## config.mk

```make
export PLATFORM = sky130hd
export DESIGN_NAME = int_pe_result_drain_flat
export DESIGN_NICKNAME = d
export VERILOG_FILES = /design/src/rtl/int_pe_result_drain_pkg.sv /design/src/rtl/int_pe_result_drain_if.sv /design/src/rtl/int_pe_result_drain.sv /design/src/flat_wrapper.sv
export SDC_FILE = /design/constraint.sdc
export NUM_CORES = 1
export LEC_CHECK = 0
export CAP_MARGIN = 20
export CORE_MARGIN = 3
export CORE_UTILIZATION = 50
export CTS_CLUSTER_DIAMETER = 120
export DETAILED_ROUTE_END_ITERATION = 7
export PLACE_DENSITY_LB_ADDON = 0.05
export SYNTH_ARGS = -nofsm -noshare
export SYNTH_HDL_FRONTEND = slang
export SYNTH_SLANG_ARGS = --single-unit
```

## constraint.sdc

```tcl
create_clock -name clk -period 2.35 [get_ports clk]
set_clock_uncertainty 0.1 [all_clocks]
set_input_delay 0.705 -clock clk [delete_from_list [all_inputs] [get_ports clk]]
set_output_delay 0.705 -clock clk [all_outputs]
set_load 0.03 [all_outputs]
```

## src/rtl/int_pe_result_drain_pkg.sv

```systemverilog
// int_pe_result_drain_pkg: types and helpers shared by the PE row and its result drain
//   drain_state_e : drain FSM states
//   pe_acc_width  : accumulator width of a PE from its operand widths
package int_pe_result_drain_pkg;
    typedef enum logic {IDLE, STREAM} drain_state_e;
    function automatic int pe_acc_width(input int wa, input int wb);
        return wa + wb;
    endfunction
endpackage

```

## src/rtl/int_pe_result_drain_if.sv

```systemverilog
// int_pe_result_drain_if: valid/ready result stream, one drained PE accumulator per beat
//   valid/ready : beat handshake
//   data        : accumulator value, index : PE number, last : final PE, ovf : PE overflowed
//   master drives the stream, slave consumes it
interface int_pe_result_drain_if #(
    parameter int W_OUT_X = 24,
    parameter int W_IDX   = 3
);
    logic               valid;
    logic               ready;
    logic [W_OUT_X-1:0] data;
    logic [W_IDX-1:0]   index;
    logic               last;
    logic               ovf;
    modport master (output valid, data, index, last, ovf, input ready);
    modport slave  (input valid, data, index, last, ovf, output ready);
endinterface

```

## src/rtl/int_pe_result_drain.sv

```systemverilog
// int_pe_result_drain: snapshots a row of PE accumulators on start, clears the PEs, streams the snapshot out
//   clk, rstn (async, active-low)
//   start       : capture request, honoured only in IDLE
//   pe_out_x    : NUM_PE accumulators, PE i at [i*W_OUT_X +: W_OUT_X]
//   pe_overflow : per-PE overflow pulses, collected into sticky flags
//   pe_set_zero : one-cycle clear to all PEs, the cycle after capture
//   busy        : streaming; err_drop : start ignored while busy (one cycle later)
//   m           : result stream (master)
//   PE_DRAIN_SAT_EN : when defined, overflowed beats present all-ones data
module int_pe_result_drain
    import int_pe_result_drain_pkg::*;
#(
    parameter  int NUM_PE  = 8,
    parameter  int W_IN_A  = 8,
    parameter  int W_IN_B  = 16,
    localparam int W_OUT_X = pe_acc_width(W_IN_A, W_IN_B),
    localparam int W_IDX   = $clog2(NUM_PE)
) (
    input  logic                      clk,
    input  logic                      rstn,
    input  logic                      start,
    input  logic [NUM_PE*W_OUT_X-1:0] pe_out_x,
    input  logic [NUM_PE-1:0]         pe_overflow,
    output logic                      pe_set_zero,
    output logic                      busy,
    output logic                      err_drop,
    int_pe_result_drain_if.master     m
);
    localparam logic [W_IDX-1:0] LAST = W_IDX'(NUM_PE - 1);

    drain_state_e       state, state_nxt;
    logic [W_IDX-1:0]   idx;
    logic [W_OUT_X-1:0] shadow [NUM_PE];
    logic [NUM_PE-1:0]  ovf_sticky, ovf_shadow;
    logic               capture, hs;

    assign capture = state == IDLE && start;
    assign hs      = state == STREAM && m.ready;

    always_ff @(posedge clk or negedge rstn) begin
        if (!rstn) state <= IDLE;
        else       state <= state_nxt;
    end

    always_comb begin
        state_nxt = state == IDLE ? (start ? STREAM : IDLE) : (hs && idx == LAST ? IDLE : STREAM);
    end

    always_comb begin
        busy    = state == STREAM;
        m.valid = busy;
        m.index = idx;
        m.last  = busy && idx == LAST;
        m.ovf   = busy && ovf_shadow[idx];
`ifdef PE_DRAIN_SAT_EN
        m.data  = !busy ? '0 : ovf_shadow[idx] ? '1 : shadow[idx];
`else
        m.data  = busy ? shadow[idx] : '0;
`endif
    end

    // An overflow arriving in the capture cycle belongs to the snapshot, so
    // the sticky vector restarts empty for the next accumulation.
    always_ff @(posedge clk or negedge rstn) begin
        if (!rstn) begin
            idx         <= '0;
            ovf_sticky  <= '0;
            ovf_shadow  <= '0;
            pe_set_zero <= 1'b0;
            err_drop    <= 1'b0;
            for (int i = 0; i < NUM_PE; i++) shadow[i] <= '0;
        end else begin
            pe_set_zero <= capture;
            err_drop    <= start && state == STREAM;
            ovf_sticky  <= capture ? '0 : ovf_sticky | pe_overflow;
            if (capture) begin
                ovf_shadow <= ovf_sticky | pe_overflow;
                for (int i = 0; i < NUM_PE; i++) shadow[i] <= pe_out_x[i*W_OUT_X +: W_OUT_X];
            end
            if (hs) idx <= idx == LAST ? '0 : idx + 1'b1;
        end
    end
endmodule
```

## src/flat_wrapper.sv

```systemverilog
// flat-port wrapper written by rule: the top's interface ports become plain ports
module int_pe_result_drain_flat import int_pe_result_drain_pkg::*;
#(
    parameter  int NUM_PE  = 8,
    parameter  int W_IN_A  = 8,
    parameter  int W_IN_B  = 16,
    localparam int W_OUT_X = pe_acc_width(W_IN_A, W_IN_B),
    localparam int W_IDX   = $clog2(NUM_PE)
)
  (clk, rstn, start, pe_out_x, pe_overflow, pe_set_zero, busy, err_drop, m_valid, m_data, m_index, m_last, m_ovf, m_ready);
  int_pe_result_drain_if m_i ();
  input  logic clk;
  input  logic rstn;
  input  logic start;
  input  logic [NUM_PE*W_OUT_X-1:0] pe_out_x;
  input  logic [NUM_PE-1:0] pe_overflow;
  output logic pe_set_zero;
  output logic busy;
  output logic err_drop;
  output wire logic [$bits(m_i.valid)-1:0] m_valid;
  output wire logic [$bits(m_i.data)-1:0] m_data;
  output wire logic [$bits(m_i.index)-1:0] m_index;
  output wire logic [$bits(m_i.last)-1:0] m_last;
  output wire logic [$bits(m_i.ovf)-1:0] m_ovf;
  input wire logic [$bits(m_i.ready)-1:0] m_ready;
  assign m_valid = m_i.valid;
  assign m_data = m_i.data;
  assign m_index = m_i.index;
  assign m_last = m_i.last;
  assign m_ovf = m_i.ovf;
  assign m_i.ready = m_ready;
  int_pe_result_drain #(.NUM_PE(NUM_PE), .W_IN_A(W_IN_A), .W_IN_B(W_IN_B)) u_core (.clk(clk), .rstn(rstn), .start(start), .pe_out_x(pe_out_x), .pe_overflow(pe_overflow), .pe_set_zero(pe_set_zero), .busy(busy), .err_drop(err_drop), .m(m_i));
endmodule
```

Yosys cells after proc, flatten, opt, wreduce, memory -nomap -nowiden
Cells that the tools add are included.
- add/sub/neg operators: 1
- reductions and logical operators: 6
- magnitude comparators: 2
- bitwise operators: 3
- eq/ne operators: 1
- multiplexer cells: 11
- operators by type and width (cell ; count):
    $bmux W24 S3 ; 1
    $mux W24 ; 3
    $mux W8 ; 1
    $or A8 B8 Y8 ; 1
    $logic_and A1 B1 Y1 ; 6
    $ge A4 B4 Y1 const B ; 1
    $lt A3 B4 Y1 const B ; 1
    $mux W1 ; 4
    $not A3 Y4 ; 1
    $add A3 B1 Y3 const B ; 1
    $bmux W1 S3 ; 1
    $eq A3 B3 Y1 const B ; 1
    $mux W3 ; 1
    $not A1 Y1 ; 1
- output and inout bits: 33
- input port bits: 204
- logic and storage cells: 38
- bits in registers: 214

Longest topological paths before layout
- depth after elaboration: 5
- gate-level depth with buffers: 6
- gate-level depth less buffers: 4

Least setup slack after synthesis
Ideal clock, no wire load.
- path kind: register to output
- from: register u_core.idx[2], in the netlist u_core.m.index[2]
- to: output port m_data[10]
- setup slack: -0.176 ns
- stages on the path, launching flop included: 5
- required time: 1.545 ns
- arrival: 1.721 ns
- cells stage by stage: dfrtp_1 > buf_2 > clkbuf_1 > mux4_2 > o211a_1
- longest elaborated chain between the ends: 5
- ends and longest elaborated chain (item ; RTL line ; source):
    start: declaration ; int_pe_result_drain.sv:32 ; logic [W_IDX-1:0] idx;
    start signal: assignment ; int_pe_result_drain.sv:80 ; if (hs) idx <= idx == LAST ? '0 : idx + 1'b1;
    $not A3 Y4 (implied by the code) ; int_pe_result_drain.sv:58 ; m.data = busy ? shadow[idx] : '0;
    $bmux W24 S3 ; int_pe_result_drain.sv:58 ;
    $mux W24 (implied by the code) (2 in a row) ; int_pe_result_drain.sv:58 ;
    $mux W24 ; int_pe_result_drain.sv:58 ;
    end: declaration ; flat_wrapper.sv:21 ; output wire logic [$bits(m_i.data)-1:0] m_data;
Every way passes these cells. The select of a mux whose other input is x is not followed.

Final worst setup path
- from: register u_core.idx[2], in the netlist u_core.m.index[2]
- to: output port m_data[1]
The elaborated chain is that of the path after synthesis.

==> metrics <==
placed cell area=approximately 0.013 mm²; Ant. Diodes=0; leakage power=just over 6 nW; H-tree levels=1; most common cell after layout, fill and taps aside=dfrtp_1; fin. max-slew vios=0; Syn Inst Count=629; clk slew on worst S/H paths=about 60 ps; syn_nets=836; first-pass GRT wire length=38670 µm; reg2reg start=u_core.m.index[0]; slowest cell delay on critical path=520 ps; crit-path cells=buf_12 > buf_12 > mux2i_2 > a22oi_2 > buf_4 > o211a_1 > buf_6; Max clock buf depth=3; CTS root buf=clkbuf_16; layout cells sized above 1=roughly 44%; Net Sw Frac=about 33%; # setup viols final=27; CP Data Required Time=about 1500 ps; power per standard cell area=between 1000 and 1500 mW/mm²; synthesized area per cell=roughly 15 µm²; sequential power share=slightly above 30%; Max VDD drop=1.085 mV; Clock Latency Late Sink=500 ps; CP startpoint kind=flip-flop; Design Power=20.98 mW; drt total wl=about 26000 µm; Top cell by count, worst path=buf_12; max-cap violations=0; Crit. End Element=output pin; CTS Buf Count=24; DR vias=6528; period utilisation layout=129.5%; hpwl dp=~18000 µm; slowest stage cell, crit path=dfrtp_4; reg2reg path depth=6; crit path to=m_data[1]; FF-to-FF setup slack=roughly 550 ps; worst reg2reg path endpoint=u_core.m.index[2]; worst slew pin tran=350.9 ps; Crit path arrival time=between 2000 and 2500 ps; drt initial violations=approximately 260; Hold Crit Class=primary input to async pin; Clk pwr share=between 10% and 20%; crit path launch=u_core.m.index[2]; Die Area=around 0.021 mm²; IO Pins=237; Rel. slew slack=about three quarters; wire length per cell=21.53 µm; Die Wd=between 100 and 150 µm; yosys synthesis warning count=0; Seq/Total Area, Yosys=55.57%; status=finished with violations; Gate power share=49.9%; initial core utilization=between 50% and 60%; largest net degree at the start of global routing=54; final core utilization=between 70% and 80%; crit path max fanout=18; initial antenna violation count=0; clock sink total=214; DRC Markers=0; Vias/cell=between 5 and 6; Max Clock Freq=about 0.33 GHz; fin worst setup slack=-692.7 ps; port bufs=236; DR pass1 iterations=4; gr ovfl total=0; synth-to-layout area growth=47.59%; core area=0.01883 mm²; post-route minimum period=slightly above 3000 ps; Yosys cell types=26; DRT antenna net count=0; post-route cell area=around 0.014 mm²; CTS tree=yes; Int Pwr=roughly 14 mW; number of global-route vias before repair=roughly 7000; Mapped Area=just under 0.01 mm²; failing checks=setup timing; CP Class=flip-flop to output pin; most frequent cells in the layout=dfrtp_1 (210), clkdlybuf4s50_1 (202), mux2_2 (193); # rows=50; RSZ-0062 raised after global routing=true; GRT Overall Usage=a little under a quarter; die height=~140 µm; Final Hold Viols=0; final RePlAce weighted congestion=a little under 0.9; Nets=roughly 1100; Switch Pwr=a little under 7 mW; Yosys reg bits=approximately 210
-- state kept, by name (all words and copies together), names as in the netlist --
name and cells:
u_core.busy 1, u_core.err_drop 1, u_core.m.index 3, u_core.ovf_shadow 8, u_core.ovf_sticky 8, u_core.pe_set_zero 1
u_core.shadow 192
-- final cells by class --
type / count / area, µm²
clock buffers: 40 / 762.0
clock inverters: 4 / 95.09
fillers: 1198 / 4608
multi-input cells: 366 / 4144
flip-flops and latches: 214 / 5363
well taps: 260 / 325.3
repair buffers: 327 / 3533
-- logic make-up (layout without fill, tap and decap cells) --
group | Yosys count | after routing | share of synthesized area [%]
adders and majority gates | 3 | 3 | 0.3896
buffers and inverters | 49 | 371 | 3.493
AOI/OAI and AO/OA | 61 | 61 | 5.155
DFF | 214 | 214 | 55.57
and+or+nand+nor | 34 | 34 | 1.532
muxes | 268 | 268 | 33.86
-- worst min-delay path by stage --
| stage | cells past startpoint | end | from | slack, ps |
|---|---|---|---|---|
| 3_3_place_gp | 2 | u_core.ovf_sticky[2] | u_core.ovf_sticky[2] | 360 |
| 5_1_grt | 1 | u_core.shadow[19] | rstn | 20 |
| 2_1_floorplan | 0 | u_core.busy | rstn | 310 |
| 4_1_cts | 1 | u_core.shadow[112] | rstn | 20 |
| 3_5_place_dp | 2 | u_core.ovf_sticky[6] | u_core.ovf_sticky[6] | 370 |
| 6_report | 1 | u_core.shadow[112] | rstn | 20 |
-- stage by stage --
step                      instances  TNS, ps  setup WS (ps)  hold slack (ps)
after floorplan                 629   -322.9         -19.85            309.4
after global placement         1139    -7605         -439.5            362.8
after detailed placement       1139    -8419         -454.0            369.5
after CTS                      1190   -14990         -687.7            20.69
after global routing           1211   -17040         -748.6            24.85
final                          1211   -15450         -692.7            19.83
-- power by group through the flow --
stage          combinational (mW)  sequential (mW)  clock [mW]
4_1_cts                      9.77             6.49        4.04
6_report                     10.5             6.53        3.98
3_3_place_gp                 9.06             6.42           0
5_1_grt                      11.1             6.70        4.19
2_1_floorplan                6.33             6.16           0
3_5_place_dp                 9.32             6.51           0
-- routing by layer --
layer / share of wire (%) / vias up / track usage [%]
li1: - / 2948 / -
met3: 5.8 / 40 / 5.192
met4: 2.6 / 0 / 6.136
met5: 0 / - / 0
met1: 42 / 3345 / 31.58
met2: 50 / 195 / 39.95
-- Yosys cell counts --
cell	count	area [µm²]
a21o_1	1	7.510
a21oi_1	8	40.04
a22oi_1	25	187.7
a31oi_1	1	6.260
and2_1	2	12.51
and2_2	1	7.510
and2b_2	1	8.760
buf_1	2	7.510
buf_12	2	40.04
buf_2	18	90.09
buf_4	18	135.1
buf_6	4	45.04
clkbuf_1	5	18.77
dfrtp_1	214	5355
ha_1	3	37.54
mux2_2	193	2173
mux2i_1	50	500.5
mux4_1	7	183.9
mux4_2	18	405.4
nand2_1	2	7.510
nand2b_1	1	6.260
nor2_1	25	93.84
nor2b_1	1	6.260
nor3_1	1	5.000
o211a_1	25	250.2
o21ai_0	1	5.000
-- critical path: cells and delay by family (launching register included) --
family / cells / cell delay [ps]
buffers and inverters: 4 / 590
AO/OA/AOI/OAI: 2 / 440
multiplexers: 1 / 180
flip-flops: 1 / 520
-- timing repair --
item	4_1_cts	5_1_grt
gates resized for setup	107	44
setup buffers	7	17
cloned	0	4
hold buffers	0	0
pin swaps	3	13
endpoints found under the setup margin	27	27
Power figures use the tool's default switching activity.
